File: src/rtl/atb_pkg.sv
// ATB trace receiver shared definitions: ID width, reserved-ID range,
// flush handshake states and small helpers used across the receiver.
package atb_pkg;

    localparam int unsigned ATB_ID_W = 8;
    localparam int unsigned CNT16_W  = 16;

    // Reserved trace IDs: the null ID and the 0x70..0x7F block
    localparam logic [ATB_ID_W-1:0] ATB_ID_RSVD_NULL = 8'h00;
    localparam logic [ATB_ID_W-1:0] ATB_ID_RSVD_LO   = 8'h70;
    localparam logic [ATB_ID_W-1:0] ATB_ID_RSVD_HI   = 8'h7F;

    // Flush handshake: IDLE may pulse afready, DONE waits for afvalid to drop
    typedef enum logic {
        FL_IDLE = 1'b0,
        FL_DONE = 1'b1
    } flush_state_e;

    // True when the ID may carry trace data
    function automatic logic atid_valid(input logic [ATB_ID_W-1:0] id);
        return (id != ATB_ID_RSVD_NULL) &&
               !((id >= ATB_ID_RSVD_LO) && (id <= ATB_ID_RSVD_HI));
    endfunction

    // 16-bit increment that sticks at all-ones
    function automatic logic [CNT16_W-1:0] sat_inc16(input logic [CNT16_W-1:0] v);
        return (v == '1) ? v : v + CNT16_W'(1);
    endfunction

endpackage

File: src/rtl/atb_rx_fifo.sv
// Synchronous beat buffer for the ATB receiver.
// Ports: clk, reset (sync, active-high); push/wdata write the tail,
// pop retires the head; rdata shows the head; full/empty/count report
// occupancy. Push when full and pop when empty are ignored.
module atb_rx_fifo #(
    parameter int unsigned WIDTH = 8,
    parameter int unsigned DEPTH = 4
) (
    input  logic                     clk,
    input  logic                     reset,
    input  logic                     push,
    input  logic [WIDTH-1:0]         wdata,
    input  logic                     pop,
    output logic [WIDTH-1:0]         rdata,
    output logic                     full,
    output logic                     empty,
    output logic [$clog2(DEPTH):0]   count
);

    localparam int unsigned AW = $clog2(DEPTH);
    localparam int unsigned PW = AW + 1;

    logic [WIDTH-1:0] mem [DEPTH];
    logic [PW-1:0]    wr_ptr;
    logic [PW-1:0]    rd_ptr;
    logic             do_push;
    logic             do_pop;

    // Extra pointer bit distinguishes full from empty; difference is occupancy
    assign count   = wr_ptr - rd_ptr;
    assign full    = (count == PW'(DEPTH));
    assign empty   = (count == '0);
    assign do_push = push && !full;
    assign do_pop  = pop && !empty;
    assign rdata   = mem[rd_ptr[AW-1:0]];

    // Pointer update
    always_ff @(posedge clk) begin
        if (reset) begin
            wr_ptr <= '0;
            rd_ptr <= '0;
        end else begin
            if (do_push) wr_ptr <= wr_ptr + PW'(1);
            if (do_pop)  rd_ptr <= rd_ptr + PW'(1);
        end
    end

    // Storage, no reset needed: entries are only visible once counted
    always_ff @(posedge clk) begin
        if (do_push) mem[wr_ptr[AW-1:0]] <= wdata;
    end

endmodule

File: src/rtl/atb_trace_receiver.sv
// ATB trace receiver: accepts trace beats, drops reserved-ID beats (sticky
// err_id, saturating drop_cnt), buffers the rest in order and presents
// them on a valid/ready stream. afready pulses once the buffer has drained
// while afvalid is held.
// Ports: clk, reset (sync, active-high); atvalid/atready/atid/atdata/atbytes
// ATB input; afvalid/afready flush; out_valid/out_ready/out_id/out_data/
// out_bytes stream output; err_id/err_clr; drop_cnt.
// Optional: define ATB_RX_ID_FILTER_EN to add filt_en/filt_id/filt_cnt,
// which discard and count valid-ID beats that do not match filt_id.
module atb_trace_receiver
    import atb_pkg::*;
#(
    parameter int unsigned DATA_W     = 32,
    parameter int unsigned FIFO_DEPTH = 4
) (
    input  logic                        clk,
    input  logic                        reset,
    input  logic                        atvalid,
    output logic                        atready,
    input  logic [ATB_ID_W-1:0]         atid,
    input  logic [DATA_W-1:0]           atdata,
    input  logic [$clog2(DATA_W/8)-1:0] atbytes,
    input  logic                        afvalid,
    output logic                        afready,
    output logic                        out_valid,
    input  logic                        out_ready,
    output logic [ATB_ID_W-1:0]         out_id,
    output logic [DATA_W-1:0]           out_data,
    output logic [$clog2(DATA_W/8)-1:0] out_bytes,
    output logic                        err_id,
    input  logic                        err_clr,
`ifdef ATB_RX_ID_FILTER_EN
    input  logic                        filt_en,
    input  logic [ATB_ID_W-1:0]         filt_id,
    output logic [CNT16_W-1:0]          filt_cnt,
`endif
    output logic [CNT16_W-1:0]          drop_cnt
);

    localparam int unsigned BYTES_W = $clog2(DATA_W/8);
    localparam int unsigned BEAT_W  = ATB_ID_W + DATA_W + BYTES_W;
    localparam int unsigned CNT_W   = $clog2(FIFO_DEPTH) + 1;

    logic              accept;
    logic              id_ok;
    logic              rsvd_drop;
    logic              push;
    logic              pop;
    logic              fifo_full;
    logic              fifo_empty;
    logic [CNT_W-1:0]  fifo_count;
    logic [BEAT_W-1:0] head;
    flush_state_e      fl_state;
    flush_state_e      fl_next;

    // Ready depends only on buffer state so the source never sees a loop
    assign atready   = !fifo_full && !reset;
    assign accept    = atvalid && atready;
    assign id_ok     = atid_valid(atid);
    assign rsvd_drop = accept && !id_ok;

`ifdef ATB_RX_ID_FILTER_EN
    logic filt_drop;

    assign filt_drop = accept && id_ok && filt_en && (atid != filt_id);
    assign push      = accept && id_ok && !filt_drop;

    // Filtered-beat counter, independent of err_id
    always_ff @(posedge clk) begin
        if (reset)          filt_cnt <= '0;
        else if (filt_drop) filt_cnt <= sat_inc16(filt_cnt);
    end
`else
    assign push = accept && id_ok;
`endif

    atb_rx_fifo #(
        .WIDTH (BEAT_W),
        .DEPTH (FIFO_DEPTH)
    ) u_fifo (
        .clk   (clk),
        .reset (reset),
        .push  (push),
        .wdata ({atid, atdata, atbytes}),
        .pop   (pop),
        .rdata (head),
        .full  (fifo_full),
        .empty (fifo_empty),
        .count (fifo_count)
    );

    // Head presentation; held at zero whenever nothing is offered
    assign out_valid = !fifo_empty && !reset;
    assign pop       = out_valid && out_ready;
    assign {out_id, out_data, out_bytes} = out_valid ? head : '0;

    // Sticky error and drop counter; a new reserved beat beats err_clr
    always_ff @(posedge clk) begin
        if (reset) begin
            err_id   <= 1'b0;
            drop_cnt <= '0;
        end else if (rsvd_drop) begin
            err_id   <= 1'b1;
            drop_cnt <= sat_inc16(drop_cnt);
        end else if (err_clr) begin
            err_id   <= 1'b0;
        end
    end

    // Flush state register
    always_ff @(posedge clk) begin
        if (reset) fl_state <= FL_IDLE;
        else       fl_state <= fl_next;
    end

    // Flush next-state and pulse: only on a drained buffer with no beat landing
    always_comb begin
        fl_next = fl_state;
        afready = 1'b0;
        case (fl_state)
            FL_IDLE: begin
                if (!reset && afvalid && (fifo_count == CNT_W'(0)) && !accept) begin
                    afready = 1'b1;
                    fl_next = FL_DONE;
                end
            end
            FL_DONE: begin
                if (!afvalid) fl_next = FL_IDLE;
            end
            default: fl_next = FL_IDLE;
        endcase
    end

endmodule

File: config.mk
export PLATFORM = sky130hd
export DESIGN_NAME = atb_trace_receiver
export DESIGN_NICKNAME = d
export VERILOG_FILES = /design/src/rtl/atb_pkg.sv /design/src/rtl/atb_rx_fifo.sv /design/src/rtl/atb_trace_receiver.sv
export SDC_FILE = /design/constraint.sdc
export NUM_CORES = 1
export LEC_CHECK = 0
export CAP_MARGIN = 10
export CORE_MARGIN = 4
export CORE_UTILIZATION = 45
export DETAILED_ROUTE_END_ITERATION = 12
export PLACE_DENSITY = 0.77
export SKIP_LAST_GASP = 1
export SYNTH_ARGS = -nofsm -noshare
export SYNTH_HDL_FRONTEND = slang
export SYNTH_SLANG_ARGS = --single-unit
File: constraint.sdc
create_clock -name clk -period 3.35 [get_ports clk]
set_input_delay 0.67 -clock clk [delete_from_list [all_inputs] [get_ports clk]]
set_output_delay 0.67 -clock clk [all_outputs]
set_load 0.005 [all_outputs]
; Yosys cells after proc, flatten, opt, wreduce, memory -nomap -nowiden
; Memories as Yosys holds them, arrays and structs flattened. A register that Yosys moved wholly into a read port is not among the register bits.
; Cells that the tools add are included.
[totals]
mem_bits_rw = 168
mem_count = 1
reg_bits = 24
inputBits = 48
wordCells = 50
out_inout_bits = 62
[mem_list]
columns = name, words, word_bits, read_ports, rd_clocked_by_memory_dff, write_ports, line
row1 = u_fifo.mem, 4, 42, 1, 1, 1, atb_rx_fifo.sv:23  ; logic [WIDTH-1:0] mem [DEPTH];
[classes]
bitwise = 2
magnitude_cmp = 2
n_eq_ne = 2
n_reduce_logical = 23
muxes = 11
add_sub_neg = 4
[op_table]
columns = op, count
row1 = $mux W42, 1
row2 = $add A16 B1 Y16 const B, 1
row3 = $eq A16 B16 Y1 const B, 1
row4 = $logic_and A1 B1 Y1, 13
row5 = $ge A8 B7 Y1 const B, 1
row6 = $le A8 B7 Y1 const B, 1
row7 = $reduce_bool A8 Y1, 1
row8 = $mux W1, 7
row9 = $add A3 B1 Y3 const B, 2
row10 = $logic_not A1 Y1, 6
row11 = $mux W2, 2
row12 = $eq A3 B3 Y1 const B, 1
row13 = $logic_not A3 Y1, 1
row14 = $sub A3 B3 Y3, 1
row15 = $not A1 Y1, 2
row16 = $pmux W1 S2, 1
row17 = $reduce_and A2 Y1, 1
row18 = $reduce_bool A2 Y1, 1

; Logic depth before layout (Yosys ltp)
[logic_depth]
depth_word = 9
depth_mapped = 9
depth_no_buf = 7

; By module
; Synthesis repeated with hierarchy kept, for this count alone.
[hier_totals]
hier_cells = 433
hier_area_um2 = 7776.2
[by_module_without_submodules]
columns = mod, n_inst, seq_area_each_um2, area_each_um2, cells_per_inst
row1 = atb_rx_fifo, 1, 5205.0, 6562.5, 276
row2 = atb_trace_receiver, 1, 360.3, 1213.7, 157

; Least setup slack after synthesis
; OpenSTA, ideal clock, no wires.
[synth_path]
path_kind = reg2reg
startpoint = register u_fifo.wr_ptr[0]
endpoint = memory u_fifo.mem[3][0] (netlist bit) (enable)
setup_ns = 0.405
path_stages_with_launch = 6
n_path_buf = 0
t_arrival_ns = 2.579
slack_ns = 0.366
cell_sequence = dfxtp_1 inv_1 ha_1 and2_1 a211oi_1 and2_1
[synth_via]
elab_chain_cells = 9
[synth_lines]
columns = element, line
row1 = from (decl), atb_rx_fifo.sv:24  ; logic [PW-1:0] wr_ptr;
row2 = from (signal assigned), atb_rx_fifo.sv:43  ; if (do_push) wr_ptr <= wr_ptr + PW'(1);
row3 = $sub A3 B3 Y3, atb_rx_fifo.sv:30  ; assign count = wr_ptr - rd_ptr;
row4 = $eq A3 B3 Y1, atb_rx_fifo.sv:31  ; assign full = (count == PW'(DEPTH));
row5 = $logic_not A1 Y1, "atb_rx_fifo.sv:33, atb_trace_receiver.sv:57"
row6 = $logic_and A1 B1 Y1, atb_trace_receiver.sv:57  ; assign atready = !fifo_full && !reset;
row7 = $logic_and A1 B1 Y1, atb_trace_receiver.sv:58  ; assign accept = atvalid && atready;
row8 = $logic_and A1 B1 Y1, atb_trace_receiver.sv:74  ; assign push = accept && id_ok;
row9 = $logic_and A1 B1 Y1, atb_rx_fifo.sv:33  ; assign do_push = push && !full;
row10 = $mux W1, atb_rx_fifo.sv:50  ; if (do_push) mem[wr_ptr[AW-1:0]] <= wdata;
row11 = $mux W1 (implied by the code), atb_rx_fifo.sv:50
row12 = to (decl), atb_rx_fifo.sv:23
; Several ways; a longest one is shown, not always the timed one.

; Worst setup path after layout
[layout_path]
startpoint = register u_fifo.wr_ptr[0]
endpoint = output afready
[layout_via]
elab_chain_cells = 9
word_cells_on_any_way = 11
classes_between = add/sub (1) / eq/ne (1) / mux (2) / reduce/logical (7)
[layout_lines]
columns = element, line
row1 = $sub A3 B3 Y3 *, atb_rx_fifo.sv:30
row2 = $eq A3 B3 Y1, atb_rx_fifo.sv:31
row3 = $logic_not A1 Y1, atb_trace_receiver.sv:57
row4 = $logic_and A1 B1 Y1, atb_trace_receiver.sv:57
row5 = $logic_and A1 B1 Y1, atb_trace_receiver.sv:58
row6 = $logic_not A1 Y1, atb_trace_receiver.sv:122  ; if (!reset && afvalid && (fifo_count == CNT_W'(0)) && !accept) begin
row7 = $logic_and A1 B1 Y1 *, atb_trace_receiver.sv:122
row8 = $mux W1 *, atb_trace_receiver.sv:122
row9 = $mux W1 *, atb_trace_receiver.sv:120  ; case (fl_state)
row10 = to (decl), atb_trace_receiver.sv:24  ; output logic afready,
; Mark *: on every way between the ends. The rest lies on a longest branch, timed or not.

==> reports/metrics.cfg <==
[global_route]
grt_pass1_wl_um = 25410
grtUsageTotal = 0.1706
overflow = 0
grt_pass1_vias = 4669
antenna_found_initial = 1
grt_start_max_net_pins = 43

[floorplan]
core_sq_um = 16700
fp-row-count = 47
die-area_sq_um = 19290
num_io_pins = 110
die_y_um = 138.9
initial_utilization = 0.4617
die_w_um = 138.9

[routing]
viasPerCell = 5.565
dr.pass1.iters = 4
drc_errors = 0
antenna_left = 0
vias = 4402
drt-initial-drc-count = 231
wl_per_cell_um = 20.12
wl_um = 15910

[logic_synthesis]
synthMostInstantiatedCell = edfxtp_1
syn_nets = 490
netlist_instances = 434
yosys_most_used_dff = edfxtp_1
synth_area_sq_um = 7711
synth_edf_count = 168
synth_area_leaders = edfxtp_1, mux4_2, dfxtp_1
yosysUniqueCellTypes = 38
ys.warnings.count = 0
synth_top_area_share = 0.6542
netlist_top_cells_count = edfxtp_1, and3_1, mux4_2, dfxtp_1, clkbuf_1
synth.yosys.seq_area_share = 0.7217
synth.largest_area_cell = edfxtp_1
synth-seq-cells = 194
postSynthAreaPerCell_sq_um = 17.77
async_reset_ff_frac = 0

[layout]
diodes = 0
final_area_sq_um = 9804
area_growth_pct = 27.15
drive_gt1_frac = 0.1821
nets = 614
fin_cells = 791

[timing]
rsz0062_at_grt = no
setup_viol = 0
holdWs_ps = 486.2
hold_viol_final = 0
fmaxAchievable_mhz = 312.5
drv_slew = 0
worstMarginPinSlew_ps = 772.2
timing.final.crit_share = 0.9551
finalSetupTns_ps = 0
relSlewSlack = 0.4821
fin_crit_ps = 3200
finClkSkew_ps = 7.251

[cts]
cts_made_buffers = 17
root_buffer = clkbuf_16
cts_max_path_buffers = 2
htreeDepth = 4
cts.sinks = 194
cts.clk_slew.worst_paths_ps = 70
ctsHoldBuffers = 0
cts_tree = built
clock_latency_ps = 420

[power]
p_leak_nw = 3.254
p_total_mw = 6.031
vdd_drop_max_uv = 359.9
pwr_density_cell_nw_per_um2 = 615.1

[critical_path]
worstSetupPathType = flip-flop to primary output
crit_chain = inv_1 -> ha_1 -> and2_1 -> nand2b_4 -> buf_12 -> nor4_1 -> clkdlybuf4s50_1
max_stage_delay_ps = 560
worst_setup_path_end_kind = primary output
arrival_ps = 2530
cp_max_fo = 11
path_delay_family = buffers and inverters
worstSetupStartpointType = flip-flop
crit_buf_inv = 3
required_ps = 2680
slowest_stage = clkdlybuf4s50_1

[placement]
port_buffers = 109
post-dp-hpwl_um = 9940
place_congestion = 0.7744
dpl.cell_count = 758
placed_cell_area_sq_um = 9210

[run_status]
status = completed

[worst_hold_path]
hold_path_class = flip-flop to flip-flop

[flow_run]
maxCapViolCount = 0

[where the power goes]
part | total (mW) | internal [mW] | leakage [nW] | switching, mW
Combinational | 1.29 | 0.737 | 1.24 | 0.554
Clock | 1.95 | 1.10 | 0.276 | 0.852
Sequential | 2.79 | 2.73 | 1.74 | 0.0607
[state kept, by name (all words and copies together), names as in the netlist, named ones only]
register / count
drop_cnt: 16
err_id: 1
fl_state: 1
u_fifo.mem: 168
u_fifo.rd_ptr: 3
u_fifo.wr_ptr: 3
[per-stage QoR]
step | setup slack [ps] | util
6_report | 150.4 | 0.5871
5_1_grt | 8.405 | 0.5871
4_1_cts | 53.74 | 0.5870
3_5_place_dp | 16.36 | 0.5515
3_3_place_gp | 130.2 | 0.5515
2_1_floorplan | 366.4 | -
[routing by layer]
metal  up-vias  track usage  share of wire
met5         -            0        0.00075
met4         2      0.06231          0.017
met3        19      0.05586          0.064
met2       133       0.2884           0.51
met1      2249       0.2061           0.40
li1       1999            -              -
[cells by family (layout without fill, tap and decap cells)]
kind of cell | count (synthesis) | in the layout | synth area share
AOI/OAI and AO/OA | 38 | 38 | 0.03197
DFF | 194 | 194 | 0.7217
adders and majority gates | 8 | 8 | 0.01298
buffers and inverters | 32 | 169 | 0.01590
muxes | 47 | 47 | 0.1296
and+or+nand+nor | 110 | 110 | 0.08210
xor gates and xnor gates | 5 | 5 | 0.005680
[cell usage in the layout, fill, tap and decap left out, drive strengths merged, types with 2 or more instances in the layout]
| cell | synthesis | layout |
|---|---|---|
| nor4 | 2 | 2 |
| nand2b | 2 | 2 |
| mux2 | 3 | 3 |
| clkdlybuf4s50 | 0 | 109 |
| a21oi | 14 | 14 |
| xnor2 | 3 | 3 |
| and2 | 6 | 6 |
| ha | 8 | 8 |
| and3 | 44 | 44 |
| mux4 | 42 | 42 |
| o21ai | 6 | 6 |
| o41ai | 2 | 2 |
| clkinv | 0 | 7 |
| xor2 | 2 | 2 |
| bufinv | 0 | 2 |
| mux2i | 2 | 2 |
| nand3 | 8 | 8 |
| clkbuf | 19 | 19 |
| buf | 7 | 22 |
| nand2 | 12 | 12 |
| o311ai | 2 | 2 |
| or3 | 4 | 4 |
| dfxtp | 26 | 26 |
| or4 | 8 | 8 |
| a211oi | 2 | 2 |
| nor2b | 5 | 5 |
| inv | 6 | 9 |
| edfxtp | 168 | 168 |
| nand4 | 6 | 6 |
| o211ai | 2 | 2 |
| nor2 | 11 | 11 |
| o31ai | 5 | 5 |
[final timing paths]
path | startpoint | endpoint | slack [ps] | depth (start not counted)
setup / recovery | u_fifo.wr_ptr[0] | afready | 150 | 7
hold / removal | u_fifo.wr_ptr[2] | u_fifo.wr_ptr[2] | 490 | 2
setup reg to reg | u_fifo.wr_ptr[0] | u_fifo.mem[1][23] | 590 | 8
hold reg to reg | u_fifo.wr_ptr[2] | u_fifo.wr_ptr[2] | 490 | 2
[area by class of cell]
type                    instances  area (sq um)
fillers                      1248          6897
inverters                       6         22.52
clock inverters                13         135.1
flip-flops and latches        194          5572
well taps                     220         275.3
repair buffers                131          1331
multi-input cells             208          2036
clock buffers                  19         432.9
[what timing repair did]
item                       CTS  global route
cloned                       0             0
setup buffers                1             0
pin swaps                    0             0
setup endpoints to repair   34            31
gates resized for setup      1             1
[tightest hold or removal path, cell delays in order (launching register included)]
cell     delay (ps)
dfxtp_1         330
nand2_1          60
mux2i_1          50
Power figures use the tool's default switching activity.
